===== src/rtl/vga_pkg.sv =====
// rtl/vga_pkg.sv - shared VGA timing constants and helpers
// Purpose: default 800x600@72 timing, derived totals and counter width,
//          shared by the timing generator, renderers and testbenches.
// Ports:   none (package).
package vga_pkg;

  localparam int CNT_W = 16;
  localparam int MAX_LEAD = 4;

  localparam int DEF_H_VISIBLE = 800;
  localparam int DEF_H_FRONT   = 56;
  localparam int DEF_H_SYNC    = 120;
  localparam int DEF_H_BACK    = 64;
  localparam int DEF_V_VISIBLE = 600;
  localparam int DEF_V_FRONT   = 37;
  localparam int DEF_V_SYNC    = 6;
  localparam int DEF_V_BACK    = 23;

  function automatic int axis_total(input int visible, input int front,
                                    input int sync, input int back);
    return visible + front + sync + back;
  endfunction

  localparam int DEF_H_TOTAL = axis_total(DEF_H_VISIBLE, DEF_H_FRONT, DEF_H_SYNC, DEF_H_BACK);
  localparam int DEF_V_TOTAL = axis_total(DEF_V_VISIBLE, DEF_V_FRONT, DEF_V_SYNC, DEF_V_BACK);

endpackage


===== src/rtl/vga_frame_timing_if.sv =====
// rtl/vga_frame_timing_if.sv - raster timing bundle between generator and renderers
// Purpose: groups pixel coordinates, sync/de and frame signals.
// Ports:   none; modport master drives the bundle, modport slave observes it.
interface vga_frame_timing_if;
  import vga_pkg::*;

  logic [CNT_W-1:0] pixel_x;
  logic [CNT_W-1:0] pixel_y;
  logic             pixel_valid;
  logic             hsync;
  logic             vsync;
  logic             de;
  logic             new_frame;
  logic [CNT_W-1:0] frame_count;

  modport master (
    output pixel_x, pixel_y, pixel_valid, hsync, vsync, de, new_frame, frame_count
  );

  modport slave (
    input pixel_x, pixel_y, pixel_valid, hsync, vsync, de, new_frame, frame_count
  );

endinterface


===== src/rtl/sync_delay.sv =====
// rtl/sync_delay.sv - N-stage single-bit shift register with reset value
// Purpose: aligns raw sync/enable signals with the lead of the pixel coordinates.
// Ports:   clk, rst (sync active-high), d (input bit), q (d delayed N cycles).
module sync_delay #(
  parameter int   N       = 2,
  parameter logic RST_VAL = 1'b0
) (
  input  logic clk,
  input  logic rst,
  input  logic d,
  output logic q
);

  if (N == 0) begin : g_pass
    // Zero stages: straight wire, clock and reset intentionally unused.
    logic unused_ctrl;
    assign unused_ctrl = clk ^ rst;
    assign q = d;
  end else begin : g_shift
    logic [N-1:0] sr;

    always_ff @(posedge clk) begin
      if (rst) begin
        sr <= {N{RST_VAL}};
      end else begin
        sr[0] <= d;
        for (int i = 1; i < N; i++) begin
          sr[i] <= sr[i-1];
        end
      end
    end

    assign q = sr[N-1];
  end

endmodule


===== src/rtl/vga_frame_timing.sv =====
// rtl/vga_frame_timing.sv - VGA raster counters, syncs, display enable and frame pulse
// Purpose: generates h/v counters; pixel coordinates lead hsync/vsync/de by LEAD
//          cycles so renderers with memory latency line up with the output.
// Ports:   clk (pixel clock), rst (sync active-high),
//          vga (master): pixel_x/pixel_y/pixel_valid, hsync, vsync, de,
//          new_frame (1-cycle pulse at start of vertical blanking), frame_count.
module vga_frame_timing
  import vga_pkg::*;
#(
  parameter int H_VISIBLE = DEF_H_VISIBLE,
  parameter int H_FRONT   = DEF_H_FRONT,
  parameter int H_SYNC    = DEF_H_SYNC,
  parameter int H_BACK    = DEF_H_BACK,
  parameter int V_VISIBLE = DEF_V_VISIBLE,
  parameter int V_FRONT   = DEF_V_FRONT,
  parameter int V_SYNC    = DEF_V_SYNC,
  parameter int V_BACK    = DEF_V_BACK,
  parameter bit HS_POL    = 1'b1,
  parameter bit VS_POL    = 1'b1,
  parameter int LEAD      = 2
) (
  input logic                clk,
  input logic                rst,
  vga_frame_timing_if.master vga
);

  localparam int H_TOTAL = axis_total(H_VISIBLE, H_FRONT, H_SYNC, H_BACK);
  localparam int V_TOTAL = axis_total(V_VISIBLE, V_FRONT, V_SYNC, V_BACK);

  if (H_TOTAL > 65535 || V_TOTAL > 65535) begin : g_total_check
    $error("vga_frame_timing: H_TOTAL/V_TOTAL exceed the 16-bit counter range");
  end

  if (LEAD < 0 || LEAD > MAX_LEAD) begin : g_lead_check
    $error("vga_frame_timing: LEAD must be within 0..4");
  end

  localparam logic [CNT_W-1:0] H_LAST   = CNT_W'(H_TOTAL - 1);
  localparam logic [CNT_W-1:0] V_LAST   = CNT_W'(V_TOTAL - 1);
  localparam logic [CNT_W-1:0] H_VIS_C  = CNT_W'(H_VISIBLE);
  localparam logic [CNT_W-1:0] V_VIS_C  = CNT_W'(V_VISIBLE);
  localparam logic [CNT_W-1:0] HS_START = CNT_W'(H_VISIBLE + H_FRONT);
  localparam logic [CNT_W-1:0] HS_END   = CNT_W'(H_VISIBLE + H_FRONT + H_SYNC);
  localparam logic [CNT_W-1:0] VS_START = CNT_W'(V_VISIBLE + V_FRONT);
  localparam logic [CNT_W-1:0] VS_END   = CNT_W'(V_VISIBLE + V_FRONT + V_SYNC);

  logic [CNT_W-1:0] h_cnt;
  logic [CNT_W-1:0] v_cnt;
  logic [CNT_W-1:0] frame_cnt;
  logic             new_frame_q;

  logic hs_raw;
  logic vs_raw;
  logic valid_raw;
  logic hs_d;
  logic vs_d;
  logic de_d;
  logic blank_start;

  always_ff @(posedge clk) begin
    if (rst) begin
      h_cnt <= '0;
      v_cnt <= '0;
    end else if (h_cnt == H_LAST) begin
      h_cnt <= '0;
      if (v_cnt == V_LAST) begin
        v_cnt <= '0;
      end else begin
        v_cnt <= v_cnt + 1'b1;
      end
    end else begin
      h_cnt <= h_cnt + 1'b1;
    end
  end

  assign hs_raw    = (h_cnt >= HS_START) && (h_cnt < HS_END);
  assign vs_raw    = (v_cnt >= VS_START) && (v_cnt < VS_END);
  assign valid_raw = (h_cnt < H_VIS_C) && (v_cnt < V_VIS_C);

  // First cycle of the first blanking line; the pulse appears one cycle later
  // because new_frame is registered, and a reset mid-frame suppresses it until
  // the counters come back around to this point.
  assign blank_start = (h_cnt == '0) && (v_cnt == V_VIS_C);

  always_ff @(posedge clk) begin
    if (rst) begin
      new_frame_q <= 1'b0;
      frame_cnt   <= '0;
    end else begin
      new_frame_q <= blank_start;
      if (blank_start) begin
        frame_cnt <= frame_cnt + 1'b1;
      end
    end
  end

  // Stages reset to 0, which maps to the inactive sync level after polarity.
  sync_delay #(.N(LEAD), .RST_VAL(1'b0)) u_hs_delay (
    .clk (clk),
    .rst (rst),
    .d   (hs_raw),
    .q   (hs_d)
  );

  sync_delay #(.N(LEAD), .RST_VAL(1'b0)) u_vs_delay (
    .clk (clk),
    .rst (rst),
    .d   (vs_raw),
    .q   (vs_d)
  );

  sync_delay #(.N(LEAD), .RST_VAL(1'b0)) u_de_delay (
    .clk (clk),
    .rst (rst),
    .d   (valid_raw),
    .q   (de_d)
  );

  assign vga.pixel_x     = h_cnt;
  assign vga.pixel_y     = v_cnt;
  assign vga.pixel_valid = valid_raw;
  assign vga.hsync       = ~(hs_d ^ HS_POL);
  assign vga.vsync       = ~(vs_d ^ VS_POL);
  assign vga.de          = de_d;
  assign vga.new_frame   = new_frame_q;
  assign vga.frame_count = frame_cnt;

endmodule

===== src/flat_wrapper.sv =====
// flat-port wrapper written by rule: the top's interface ports become plain ports
module vga_frame_timing_flat import vga_pkg::*;
#(
  parameter int H_VISIBLE = DEF_H_VISIBLE,
  parameter int H_FRONT   = DEF_H_FRONT,
  parameter int H_SYNC    = DEF_H_SYNC,
  parameter int H_BACK    = DEF_H_BACK,
  parameter int V_VISIBLE = DEF_V_VISIBLE,
  parameter int V_FRONT   = DEF_V_FRONT,
  parameter int V_SYNC    = DEF_V_SYNC,
  parameter int V_BACK    = DEF_V_BACK,
  parameter bit HS_POL    = 1'b1,
  parameter bit VS_POL    = 1'b1,
  parameter int LEAD      = 2
)
  (clk, rst, vga_pixel_x, vga_pixel_y, vga_pixel_valid, vga_hsync, vga_vsync, vga_de, vga_new_frame, vga_frame_count);
  vga_frame_timing_if vga_i ();
  input logic clk;
  input logic rst;
  output wire logic [$bits(vga_i.pixel_x)-1:0] vga_pixel_x;
  output wire logic [$bits(vga_i.pixel_y)-1:0] vga_pixel_y;
  output wire logic [$bits(vga_i.pixel_valid)-1:0] vga_pixel_valid;
  output wire logic [$bits(vga_i.hsync)-1:0] vga_hsync;
  output wire logic [$bits(vga_i.vsync)-1:0] vga_vsync;
  output wire logic [$bits(vga_i.de)-1:0] vga_de;
  output wire logic [$bits(vga_i.new_frame)-1:0] vga_new_frame;
  output wire logic [$bits(vga_i.frame_count)-1:0] vga_frame_count;
  assign vga_pixel_x = vga_i.pixel_x;
  assign vga_pixel_y = vga_i.pixel_y;
  assign vga_pixel_valid = vga_i.pixel_valid;
  assign vga_hsync = vga_i.hsync;
  assign vga_vsync = vga_i.vsync;
  assign vga_de = vga_i.de;
  assign vga_new_frame = vga_i.new_frame;
  assign vga_frame_count = vga_i.frame_count;
  vga_frame_timing #(.H_VISIBLE(H_VISIBLE), .H_FRONT(H_FRONT), .H_SYNC(H_SYNC), .H_BACK(H_BACK), .V_VISIBLE(V_VISIBLE), .V_FRONT(V_FRONT), .V_SYNC(V_SYNC), .V_BACK(V_BACK), .HS_POL(HS_POL), .VS_POL(VS_POL), .LEAD(LEAD)) u_core (.clk(clk), .rst(rst), .vga(vga_i));
endmodule

===== config.mk =====
export PLATFORM = sky130hd
export DESIGN_NAME = vga_frame_timing_flat
export DESIGN_NICKNAME = d
export VERILOG_FILES = /design/src/rtl/vga_pkg.sv /design/src/rtl/vga_frame_timing_if.sv /design/src/rtl/sync_delay.sv /design/src/rtl/vga_frame_timing.sv /design/src/flat_wrapper.sv
export SDC_FILE = /design/constraint.sdc
export NUM_CORES = 1
export LEC_CHECK = 0
export CORE_MARGIN = 5
export CORE_UTILIZATION = 52
export CTS_CLUSTER_DIAMETER = 100
export CTS_CLUSTER_SIZE = 28
export DETAILED_ROUTE_END_ITERATION = 12
export PLACE_DENSITY = 0.8
export SYNTH_ARGS = -nofsm -noshare
export SYNTH_HDL_FRONTEND = slang
export SYNTH_HIERARCHICAL = 1
export SYNTH_SLANG_ARGS = --single-unit

===== constraint.sdc =====
create_clock -name clk -period 2.7 [get_ports clk]
set_input_delay 0.54 -clock clk [delete_from_list [all_inputs] [get_ports clk]]
set_output_delay 0.54 -clock clk [all_outputs]
set_load 0.01 [all_outputs]

==> flow_metrics.env <==
export IMPL_dpl_instance_area_mm2=0.00354
export IMPL_required_ps=2160
export IMPL_dr_first_iter_drc_count=286
export IMPL_coreArea_mm2=0.00547
export IMPL_crit_path_start_kind="flop"
export IMPL_synthTopCellsByArea="dfxtp_1, or4_1, o31ai_1"
export IMPL_maxSlewViolCount=0
export IMPL_rows=27
export IMPL_holdBufCountCts=0
export IMPL_grt_overflow=0
export IMPL_ys_types=42
export IMPL_cts_buffers=5
export IMPL_worstSetupPathType="flop to primary output"
export IMPL_critPathArrivalTime_ps=1680
export IMPL_cts_root_buf="clkbuf_8"
export IMPL_cap_violations=0
export IMPL_die_height_um=84.8
export IMPL_synth_seq_area_share=0.378
export IMPL_initial_core_util=0.532
export IMPL_viasPerCell=6.29
export IMPL_clk_latency_ps=300
export IMPL_tns_ps=0
export IMPL_syn_nets=353
export IMPL_wl_um=7660
export IMPL_min_period_over_period=0.821
export IMPL_final_cell_mix="dfxtp_1, clkdlybuf4s50_1, a21oi_1, nor2_1, or4_1"
export IMPL_syn_inst=344
export IMPL_grt_pass1_vias=2662
export IMPL_path_max_fanout=6
export IMPL_grt_pass1_wl_um=12800
export IMPL_dp_final_hpwl_um=5400
export IMPL_area_delta_synth_final_pct=26.1
export IMPL_syn_area_per_cell_um2=8.46
export IMPL_synth_seq_cells=55
export IMPL_clock_skew_ps=6.71
export IMPL_worst_hold_path_type="flop to flop"
export IMPL_vdd_drop_max_mv=0.317
export IMPL_die_x_um=84.8
export IMPL_period_needed_ps=2220
export IMPL_clkTransAtPathRegs_ps=90
export IMPL_dr_total_vias=2936
export IMPL_slowest_delay_ps=390
export IMPL_p_leak_uw=0.00115
export IMPL_port_buffers=54
export IMPL_nets=404
export IMPL_clock_path_buffers=2
export IMPL_cts_tree="done"
export IMPL_diodes=0
export IMPL_synth_area_leader_cell="dfxtp_1"
export IMPL_gp_congestion=0.908
export IMPL_async_reset_ff_frac=0
export IMPL_cts_sinks=55
export IMPL_crit_family="compound AO/OA/AOI/OAI gates"
export IMPL_post_cts_buffers=0
export IMPL_drcViolationCount=0
export IMPL_stdcell_area_mm2=0.00367
export IMPL_dr_pass1_iters=5
export IMPL_synth_warnings=6
export IMPL_status="finished, final reports clean"
export IMPL_synth_top_area_frac=0.378
export IMPL_fillers=496
export IMPL_htreeDepth=2
export IMPL_holdWs_ps=443
export IMPL_hold_violations=0
export IMPL_top_level_ports=55
export IMPL_synth_flop_cell="dfxtp_1"
export IMPL_rsz0062_at_grt="no"
export IMPL_synth_cell_area_mm2=0.00291
export IMPL_setup_viol=0
export IMPL_fmax_ghz=0.451
export IMPL_antenna_left=0
export IMPL_track_usage=0.212
export IMPL_p_per_area_mw_per_mm2=380
export IMPL_setup_ws_ps=483
export IMPL_slowest_stage="dfxtp_1"
export IMPL_worst_pin_slew_ps=692
export IMPL_path_cells="nor4_4 -> o211ai_1 -> a211oi_2 -> dlymetal6s2s_1"
export IMPL_postLayoutCoreUtil=0.670
export IMPL_layout_drive_gt1_share=0.0835
export IMPL_endpoint_kind="primary output"
export IMPL_grt_max_degree=28
export IMPL_worst_path_buf_inv=1
export IMPL_dp_slack_ps=267
export IMPL_final_common_cell="dfxtp_1"
export IMPL_synth_edff_count=0
export IMPL_relSlewSlack=0.539
export IMPL_wl_per_cell_um=16.4
export IMPL_antenna_found_initial=0
export IMPL_die_area_mm2=0.00719
## cells in the mapped netlist (3+ instances only)
cell type	instances
nor2b_1	9
o31ai_1	21
and4_1	4
nor4_1	7
o21ai_0	8
or3_1	10
clkbuf_1	15
or2_2	4
and3_1	6
nand3_1	19
nand2_1	15
o311ai_0	3
ha_1	7
dfxtp_1	55
nor3_1	9
or4_1	22
nand4_1	20
buf_2	7
and2_1	4
nor2_1	22
nor4bb_1	3
o41ai_1	4
inv_1	10
a21oi_1	30
xnor2_1	10
## state kept, by name, summed over array words and instances (netlist names)
signal,flops
u_core/u_de_delay/g_shift.sr,2
u_core/u_hs_delay/g_shift.sr,2
u_core/vga.frame_count,16
u_core/u_vs_delay/g_shift.sr,2
u_core/vga.new_frame,1
u_core/vga.pixel_y,16
u_core/vga.pixel_x,16
## metrics by stage
step	instances	power, uW
after detailed placement	460	884
after global routing	467	1440
after floorplan	344	864
final	467	1390
after global placement	460	884
after CTS	467	1410
## routing by layer
| metal | vias up | track usage | part of all wire |
|---|---|---|---|
| met5 | - | 0 | 0 |
| met4 | 0 | 0.0532 | 0.010 |
| met3 | 11 | 0.0412 | 0.077 |
| met2 | 129 | 0.341 | 0.46 |
| met1 | 1371 | 0.292 | 0.46 |
| li1 | 1425 | - | - |
## where the power goes
group | leakage [uW] | internal (uW) | switching, uW
registers | 0.000444 | 816 | 5.75
clock network | 0.0000513 | 272 | 254
logic | 0.000651 | 18.6 | 25.2
## final cells by class
cell class | instances | area (um2) | share of cell area
Multi-Input combinational cell | 257 | 1700 | 0.464
Sequential cell | 55 | 1100 | 0.300
Timing Repair Buffer | 66 | 633 | 0.173
Tap cell | 72 | 90.1 | 0.0246
Clock buffer | 6 | 72.6 | 0.0198
Inverter | 10 | 37.5 | 0.0102
Clock inverter | 1 | 30.0 | 0.00819
## repair_timing
item,CTS,global route
gates cloned,0,0
endpoints found under the setup margin,1,1
resized for setup,2,3
pin swaps,0,1
## cell families (layout without fill, tap and decap cells)
kind of cell | after synthesis | in the layout | synth area share
AO/OA/AOI/OAI | 73 | 73 | 0.161
adder cells (fa/ha/maj) | 7 | 7 | 0.0301
XOR/XNOR | 12 | 12 | 0.0361
buffers and inverters | 32 | 83 | 0.0443
multiplexers | 2 | 2 | 0.00774
AND/OR/NAND/NOR | 163 | 163 | 0.342
flip-flops | 55 | 55 | 0.378
## final timing paths
check,startpoint,end,slack [ps],cells after the start
worst max-delay path,u_core/vga.pixel_y[10]$_SDFFE_PP0N_,vga_pixel_valid,480,4
worst min-delay path,u_core/u_de_delay/g_shift.sr[0]$_SDFF_PP0_,u_core/u_de_delay/g_shift.sr[1]$_SDFF_PP0_,440,1
worst max register to register,u_core/vga.pixel_x[0]$_SDFF_PP0_,u_core/vga.pixel_y[15]$_SDFFE_PP0N_,540,5
worst min register to register,u_core/u_de_delay/g_shift.sr[0]$_SDFF_PP0_,u_core/u_de_delay/g_shift.sr[1]$_SDFF_PP0_,440,1
(Power assumes the default switching activity.)
